[src/rtl/tl_inflight_monitor.sv]
// Passive TileLink-UL/UH A/D link monitor: per-source outstanding tracking, burst beat
// counting, stall stability and watchdog checks, with sticky first-error capture.
module tl_inflight_monitor #(
  parameter int SOURCE_BITS = 4,
  parameter int ADDR_BITS   = 32,
  parameter int BEAT_BYTES  = 4,
  parameter int SIZE_BITS   = 3,
  parameter int TIMEOUT     = 1024
) (
  input  logic                   clock,
  input  logic                   reset_n,
  input  logic                   a_valid,
  input  logic                   a_ready,
  input  logic [2:0]             a_opcode,
  input  logic [SIZE_BITS-1:0]   a_size,
  input  logic [SOURCE_BITS-1:0] a_source,
  input  logic [ADDR_BITS-1:0]   a_address,
  input  logic                   d_valid,
  input  logic                   d_ready,
  input  logic [2:0]             d_opcode,
  input  logic [SIZE_BITS-1:0]   d_size,
  input  logic [SOURCE_BITS-1:0] d_source,
  output logic                   err_valid,
  output logic [3:0]             err_code,
  output logic [SOURCE_BITS-1:0] err_source,
  output logic [7:0]             err_count,
  output logic [SOURCE_BITS:0]   inflight_cnt
);

  localparam int NSRC   = 2**SOURCE_BITS;
  localparam int LOG_BB = $clog2(BEAT_BYTES);
  localparam int CNT_W  = 2**SIZE_BITS;
  localparam int WD_W   = $clog2(TIMEOUT) + 1;
  localparam logic [SIZE_BITS-1:0] LOG_BB_S = SIZE_BITS'(LOG_BB);

  // Number of beats minus one for a burst of 2**size bytes.
  function automatic logic [CNT_W-1:0] beats_m1(input logic [SIZE_BITS-1:0] size);
    if (size > LOG_BB_S) return (CNT_W'(1) << (size - LOG_BB_S)) - CNT_W'(1);
    return '0;
  endfunction

  logic a_fire, d_fire;
  assign a_fire = a_valid & a_ready;
  assign d_fire = d_valid & d_ready;

  // A-channel burst state
  logic [CNT_W-1:0]       a_cnt_reg;
  logic [2:0]             a_op_reg;
  logic [SIZE_BITS-1:0]   a_size_reg;
  logic [SOURCE_BITS-1:0] a_src_reg;
  logic [ADDR_BITS-1:0]   a_addr_reg;
  logic                   a_first, a_last, a_set;
  logic [2:0]             a_op_eff;
  logic [SIZE_BITS-1:0]   a_size_eff;
  logic [CNT_W-1:0]       a_len_m1;

  assign a_first    = (a_cnt_reg == '0);
  assign a_op_eff   = a_first ? a_opcode : a_op_reg;
  assign a_size_eff = a_first ? a_size : a_size_reg;
  assign a_len_m1   = (a_op_eff <= 3'd3) ? beats_m1(a_size_eff) : '0;
  assign a_last     = (a_cnt_reg == a_len_m1);
  assign a_set      = a_fire & a_first;

  // D-channel burst state
  logic [CNT_W-1:0]       d_cnt_reg;
  logic [2:0]             d_op_reg;
  logic [SIZE_BITS-1:0]   d_size_reg;
  logic [SOURCE_BITS-1:0] d_src_reg;
  logic                   d_first, d_last, d_set, d_clr;
  logic [2:0]             d_op_eff;
  logic [SIZE_BITS-1:0]   d_size_eff;
  logic [SOURCE_BITS-1:0] d_src_eff;
  logic [CNT_W-1:0]       d_len_m1;

  assign d_first    = (d_cnt_reg == '0);
  assign d_op_eff   = d_first ? d_opcode : d_op_reg;
  assign d_size_eff = d_first ? d_size : d_size_reg;
  assign d_src_eff  = d_first ? d_source : d_src_reg;
  assign d_len_m1   = (d_op_eff == 3'd1) ? beats_m1(d_size_eff) : '0;
  assign d_last     = (d_cnt_reg == d_len_m1);
  assign d_set      = d_fire & d_first;
  assign d_clr      = d_fire & d_last;

  // Per-source inflight bit and {opcode,size} table
  logic [NSRC-1:0]      inflight_vec, inflight_next;
  logic [2:0]           tbl_op   [NSRC];
  logic [SIZE_BITS-1:0] tbl_size [NSRC];

  generate
    for (genvar gi = 0; gi < NSRC; gi++) begin : g_src
      logic                 busy_reg;
      logic [2:0]           op_reg;
      logic [SIZE_BITS-1:0] size_reg;
      logic                 set_hit, clr_hit;

      assign set_hit = a_set && (a_source == SOURCE_BITS'(gi));
      assign clr_hit = d_clr && (d_src_eff == SOURCE_BITS'(gi));
      // Clear before set, so a same-cycle D-last/A-first on one source leaves it busy.
      assign inflight_next[gi] = set_hit | (busy_reg & ~clr_hit);
      assign inflight_vec[gi]  = busy_reg;
      assign tbl_op[gi]        = op_reg;
      assign tbl_size[gi]      = size_reg;

      always_ff @(posedge clock) begin
        if (!reset_n) begin
          busy_reg <= 1'b0;
          op_reg   <= '0;
          size_reg <= '0;
        end else begin
          busy_reg <= inflight_next[gi];
          if (set_hit) begin
            op_reg   <= a_opcode;
            size_reg <= a_size;
          end
        end
      end
    end
  endgenerate

  // Stall hold registers: fields seen while valid & !ready
  logic                   a_stall_reg, d_stall_reg;
  logic [2:0]             a_hold_op_reg, d_hold_op_reg;
  logic [SIZE_BITS-1:0]   a_hold_size_reg, d_hold_size_reg;
  logic [SOURCE_BITS-1:0] a_hold_src_reg, d_hold_src_reg;
  logic [ADDR_BITS-1:0]   a_hold_addr_reg;
  logic                   a_stall_err, d_stall_err;

  assign a_stall_err = a_stall_reg & (!a_valid || a_opcode != a_hold_op_reg ||
                       a_size != a_hold_size_reg || a_source != a_hold_src_reg ||
                       a_address != a_hold_addr_reg);
  assign d_stall_err = d_stall_reg & (!d_valid || d_opcode != d_hold_op_reg ||
                       d_size != d_hold_size_reg || d_source != d_hold_src_reg);

  // Watchdog
  logic [WD_W-1:0] wd_reg, wd_next;
  logic            wd_run, wd_hit;
  assign wd_run  = (inflight_cnt != '0) && !d_fire;
  assign wd_hit  = wd_run && (wd_reg == WD_W'(TIMEOUT - 2));
  assign wd_next = (!wd_run || wd_hit) ? '0 : wd_reg + WD_W'(1);

  // Error detection: err_vec[i] is code i+1
  logic [9:0]             err_vec;
  logic [SOURCE_BITS-1:0] code_src [10];
  logic [ADDR_BITS-1:0]   align_mask;
  logic [1:0]             exp_dop;
  logic                   exp_ok, d_known;
  logic [SOURCE_BITS-1:0] wd_src;

  assign align_mask = (ADDR_BITS'(1) << a_size) - ADDR_BITS'(1);
  assign d_known    = inflight_vec[d_source];

  always_comb begin
    exp_ok  = 1'b1;
    exp_dop = 2'd0;
    case (tbl_op[d_source])
      3'd0, 3'd1:       exp_dop = 2'd0;
      3'd2, 3'd3, 3'd4: exp_dop = 2'd1;
      3'd5:             exp_dop = 2'd2;
      default:          exp_ok  = 1'b0;
    endcase
  end

  always_comb begin
    wd_src = '0;
    for (int i = NSRC - 1; i >= 0; i--) begin
      if (inflight_vec[i]) wd_src = SOURCE_BITS'(i);
    end
  end

  always_comb begin
    err_vec    = '0;
    err_vec[0] = a_fire && (a_opcode > 3'd5);
    err_vec[1] = a_set && ((a_address & align_mask) != '0);
    err_vec[2] = a_set && inflight_vec[a_source] && !(d_clr && d_src_eff == a_source);
    err_vec[3] = a_fire && !a_first && (a_opcode != a_op_reg || a_size != a_size_reg ||
                 a_source != a_src_reg || a_address != a_addr_reg);
    err_vec[4] = d_set && !d_known;
    err_vec[5] = d_set && d_known && (!exp_ok || d_opcode != {1'b0, exp_dop});
    err_vec[6] = d_set && d_known && (d_size != tbl_size[d_source]);
    err_vec[7] = d_fire && !d_first && (d_opcode != d_op_reg || d_size != d_size_reg ||
                 d_source != d_src_reg);
    err_vec[8] = wd_hit;
    err_vec[9] = a_stall_err | d_stall_err;
    code_src[0] = a_source;
    code_src[1] = a_source;
    code_src[2] = a_source;
    code_src[3] = a_src_reg;
    code_src[4] = d_source;
    code_src[5] = d_source;
    code_src[6] = d_source;
    code_src[7] = d_src_reg;
    code_src[8] = wd_src;
    code_src[9] = a_stall_err ? a_hold_src_reg : d_hold_src_reg;
  end

  // Lowest code wins when several fire together
  logic [3:0]             first_code;
  logic [SOURCE_BITS-1:0] first_src;
  always_comb begin
    first_code = '0;
    first_src  = '0;
    for (int i = 9; i >= 0; i--) begin
      if (err_vec[i]) begin
        first_code = 4'(i + 1);
        first_src  = code_src[i];
      end
    end
  end

  logic [SOURCE_BITS:0] cnt_next;
  always_comb begin
    cnt_next = '0;
    for (int i = 0; i < NSRC; i++) cnt_next = cnt_next + (SOURCE_BITS+1)'(inflight_next[i]);
  end

  always_ff @(posedge clock) begin
    if (!reset_n) begin
      a_cnt_reg       <= '0;
      a_op_reg        <= '0;
      a_size_reg      <= '0;
      a_src_reg       <= '0;
      a_addr_reg      <= '0;
      d_cnt_reg       <= '0;
      d_op_reg        <= '0;
      d_size_reg      <= '0;
      d_src_reg       <= '0;
      a_stall_reg     <= 1'b0;
      a_hold_op_reg   <= '0;
      a_hold_size_reg <= '0;
      a_hold_src_reg  <= '0;
      a_hold_addr_reg <= '0;
      d_stall_reg     <= 1'b0;
      d_hold_op_reg   <= '0;
      d_hold_size_reg <= '0;
      d_hold_src_reg  <= '0;
      wd_reg          <= '0;
      err_valid       <= 1'b0;
      err_code        <= '0;
      err_source      <= '0;
      err_count       <= '0;
      inflight_cnt    <= '0;
    end else begin
      if (a_fire) begin
        a_cnt_reg <= a_last ? '0 : a_cnt_reg + CNT_W'(1);
        if (a_first) begin
          a_op_reg   <= a_opcode;
          a_size_reg <= a_size;
          a_src_reg  <= a_source;
          a_addr_reg <= a_address;
        end
      end
      if (d_fire) begin
        d_cnt_reg <= d_last ? '0 : d_cnt_reg + CNT_W'(1);
        if (d_first) begin
          d_op_reg   <= d_opcode;
          d_size_reg <= d_size;
          d_src_reg  <= d_source;
        end
      end
      a_stall_reg     <= a_valid & ~a_ready;
      a_hold_op_reg   <= a_opcode;
      a_hold_size_reg <= a_size;
      a_hold_src_reg  <= a_source;
      a_hold_addr_reg <= a_address;
      d_stall_reg     <= d_valid & ~d_ready;
      d_hold_op_reg   <= d_opcode;
      d_hold_size_reg <= d_size;
      d_hold_src_reg  <= d_source;
      wd_reg          <= wd_next;
      inflight_cnt    <= cnt_next;
      if (err_vec != '0) begin
        if (err_count != 8'hFF) err_count <= err_count + 8'd1;
        if (!err_valid) begin
          err_valid  <= 1'b1;
          err_code   <= first_code;
          err_source <= first_src;
        end
      end
    end
  end

endmodule

[config.mk]
export PLATFORM = sky130hd
export DESIGN_NAME = tl_inflight_monitor
export DESIGN_NICKNAME = d
export VERILOG_FILES = /design/src/rtl/tl_inflight_monitor.sv
export SDC_FILE = /design/constraint.sdc
export NUM_CORES = 1
export LEC_CHECK = 0
export BUFFER_PORTS_ARGS = -buffer_cell sky130_fd_sc_hd__buf_2
export CAP_MARGIN = 5
export CELL_PAD_IN_SITES_DETAIL_PLACEMENT = 1
export CELL_PAD_IN_SITES_GLOBAL_PLACEMENT = 1
export CORE_MARGIN = 8
export CORE_UTILIZATION = 30
export CTS_CLUSTER_DIAMETER = 50
export CTS_CLUSTER_SIZE = 28
export DETAILED_ROUTE_END_ITERATION = 8
export PLACE_DENSITY_LB_ADDON = 0.1
export SLEW_MARGIN = 20
export SYNTH_ARGS = -nofsm -noshare
export SYNTH_HDL_FRONTEND = slang
export SYNTH_SLANG_ARGS = --single-unit
[constraint.sdc]
create_clock -name clock -period 8.74 [get_ports clock]
set_clock_uncertainty 0.2 [all_clocks]
set_input_delay 1.748 -clock clock [delete_from_list [all_inputs] [get_ports clock]]
set_output_delay 1.748 -clock clock [all_outputs]
set_load 0.02 [all_outputs]
==> impl_results.md <==
* Final Cycle Share at 92.0%
* Vias at 12000
* Final Hold Fails at 0
* Min Tclk post-route at 8040 ps
* R2R Setup Slk at 700 ps
* Commonest non-fill, non-tap cell in the layout: nand2_1
* Clock power frac at 50.4%
* WL met3 at 2110 um
* Sequential share of power at 38.4%
* Row Count at 78
* Worst Setup Path Type: flop to flop
* Grt ovf at 0
* Num ports at 80
* Htree depth at 2
* Most used DFF post-synth: dfxtp_1
* Slew headroom at 31.7%
* Largest net degree at the start of global routing at 106
* Seq/Total Area, Yosys at 39.0%
* Worst Setup SP: d_cnt_reg[1]
* Initial antenna violation count at 0
* Top sig layer: met4
* FMAX at 124 MHz
* Initial drt markers at 569
* Crit-path slowest cell: or4b_1
* Logic pwr share at 11.2%
* Yosys reg bits at 267
* Num CTS Buffers at 40
* RSZ-0062 raised after global routing: no
* Layout Cells excl Fill at 2322
* Outcome: finished clean
* Clock tree root driver cell: clkbuf_16
* Post-DRT Antenna Nets at 0
* Vert. Die Dim at 230 um
* Slew Viols, Final at 0
* Cell depth of the worst hold path at 2
* Post-synth EDFFs at 0
* Lkg Pwr at 0.00595 uW
* Ant. Diodes at 0
* Clk sink count at 267
* Net load switching power at 941 uW
* Die area at 52800 um^2
* Gr usage total at 18.5%
* CP peak stage delay at 760 ps
* Crit end category: flop
* Placer Congestion at 0.844
* Syn Inst Count at 1660
* Hold_buf cts at 0
* Final-stage net count at 1778
* Global-route wire length before repair at 76200 um
* Core ar. at 45200 um^2
* Hold EP: g_src[13].size_reg[1]
* Wire per inst at 21.3 um
* Vias in the first global route at 12400
* Final setup violation count at 0
* Reg-to-Reg Start: d_cnt_reg[1]
* Total number of yosys warnings at 0
* Detail Route met2 WL at 23300 um
* Syn avg cell area at 8.25 um^2
* M1 WL at 23100 um
* Worst r2r dst: inflight_cnt[3]
* DRC at 0
* Asr flop ratio synth at 0%
* Worst min-delay path class: flop to flop
* Syn nets at 1744
* Share of post-route cells with drive strength above 1 at 12.7%
* P_int at 2420 uW
* Detail Placement HPWL at 34700 um
* Maximum vdd ir drop at 169 uV
* R2R depth at 27
* Final wirelength at 49500 um
* Post-synthesis cell type count at 79
* Slew @ Worst Pin at 1020 ps
* Clock latency on the worst-skew pair at 560 ps
* Initial core utilization at 30.3%
* Worst Hold Launch: g_src[13].size_reg[1]
* Setup bufs post-CTS at 0
* Reg clk slew, reported paths at 60 ps
* Commonest non-fill, non-tap cells in the layout: nand2_1, dfxtp_1, a21oi_1
* Layout area overhead at 16.4%
* Drt pass-1 iters at 6
* Critical path required time at 8930 ps
* Mapped cell area at 13700 um^2
* Worst Path Arrival at 8240 ps
* Number of buffers added on ports at 79
* Post_cts resized at 0
* Switch share at 28.0%
* Final Util at 35.3%
* CTS tree: yes
* Max-cap violations at 0
* Setup TNS at 0 ps
* DR vias/cell at 5.16
* CTS max path bufs at 3
* DP Cell Count at 2252
* CP Launch Type: flop
* Critical Path Fanout Max at 18
* P per Cell Area at 211 nW/um^2
* Die W at 230 um
-- per-stage QoR --
step	hold slack (ps)	power (uW)	worst slack, ps	cell area (um^2)
after detailed placement	244	1700	299	14500
after global routing	265	3510	230	15900
final	249	3360	697	15900
after floorplan	229	1560	782	13700
after CTS	253	3420	683	15900
after global placement	235	1690	407	14500
-- routing by layer --
metal | vias up | track usage [%]
met4 | 0 | 4.59
met5 | - | 0
li1 | 5730 | -
met3 | 60 | 3.57
met2 | 187 | 30.6
met1 | 6016 | 24.6
-- area by class of cell --
| type | instances | area (um^2) |
|---|---|---|
| clock inverter | 24 | 303 |
| sequential | 267 | 5350 |
| multi-input combinational | 1244 | 7780 |
| fill | 5334 | 29200 |
| inverter | 51 | 196 |
| tap | 600 | 751 |
| clock buffer | 46 | 1090 |
| timing repair buffer | 90 | 478 |
-- worst max-delay path: cells and delay by family, from the launching register on --
| family | cells | cell delay, ps |
|---|---|---|
| and+or+nand+nor | 6 | 2190 |
| muxes | 2 | 590 |
| xor gates and xnor gates | 1 | 150 |
| DFF | 1 | 370 |
| adders and majority gates | 7 | 2720 |
| AOI/OAI and AO/OA | 7 | 1340 |
| buffers and inverters | 4 | 290 |
-- worst max path at each step --
stage               cells past startpoint  slack, ps         endpoint
floorplan                              23        780  inflight_cnt[3]
finish                                 27        700  inflight_cnt[3]
detailed placement                     24        300  inflight_cnt[3]
global placement                       24        410  inflight_cnt[3]
global route                           25        230  inflight_cnt[3]
CTS                                    25        680  inflight_cnt[3]
-- synthesized netlist by cell type, types with 17 or more instances --
master,count,share of area (%)
xnor2_1,60,3.8
clkbuf_1,75,2.1
mux2i_1,25,1.8
nand2_1,361,9.9
nor2_1,98,2.7
nor3_1,23,0.84
and2_1,57,2.6
dfxtp_1,267,39
nand4_1,21,0.96
mux4_2,31,5.1
a21oi_1,187,6.8
xor2_1,81,5.2
inv_1,50,1.4
nand3_1,31,1.1
or3_1,17,0.78
nor4_1,24,1.1
o21ai_0,39,1.4
-- power by group through the flow --
stage | clock network, uW | logic (uW) | registers (uW)
CTS | 1750 | 380 | 1290
global placement | 0 | 373 | 1320
global route | 1800 | 414 | 1300
detailed placement | 0 | 378 | 1320
finish | 1700 | 375 | 1290
floorplan | 0 | 246 | 1310
-- kinds of logic (layout without fill, tap and decap cells) --
logic type | Yosys count | after routing | share of synthesized area [%]
buffers and inverters | 149 | 211 | 4.30
adders and majority gates | 26 | 26 | 2.92
DFF | 267 | 267 | 39.0
xor gates and xnor gates | 141 | 141 | 9.01
AOI/OAI and AO/OA | 314 | 314 | 13.6
and+or+nand+nor | 701 | 701 | 23.8
muxes | 62 | 62 | 7.42
No activity file was read; power rests on OpenSTA's default activity.
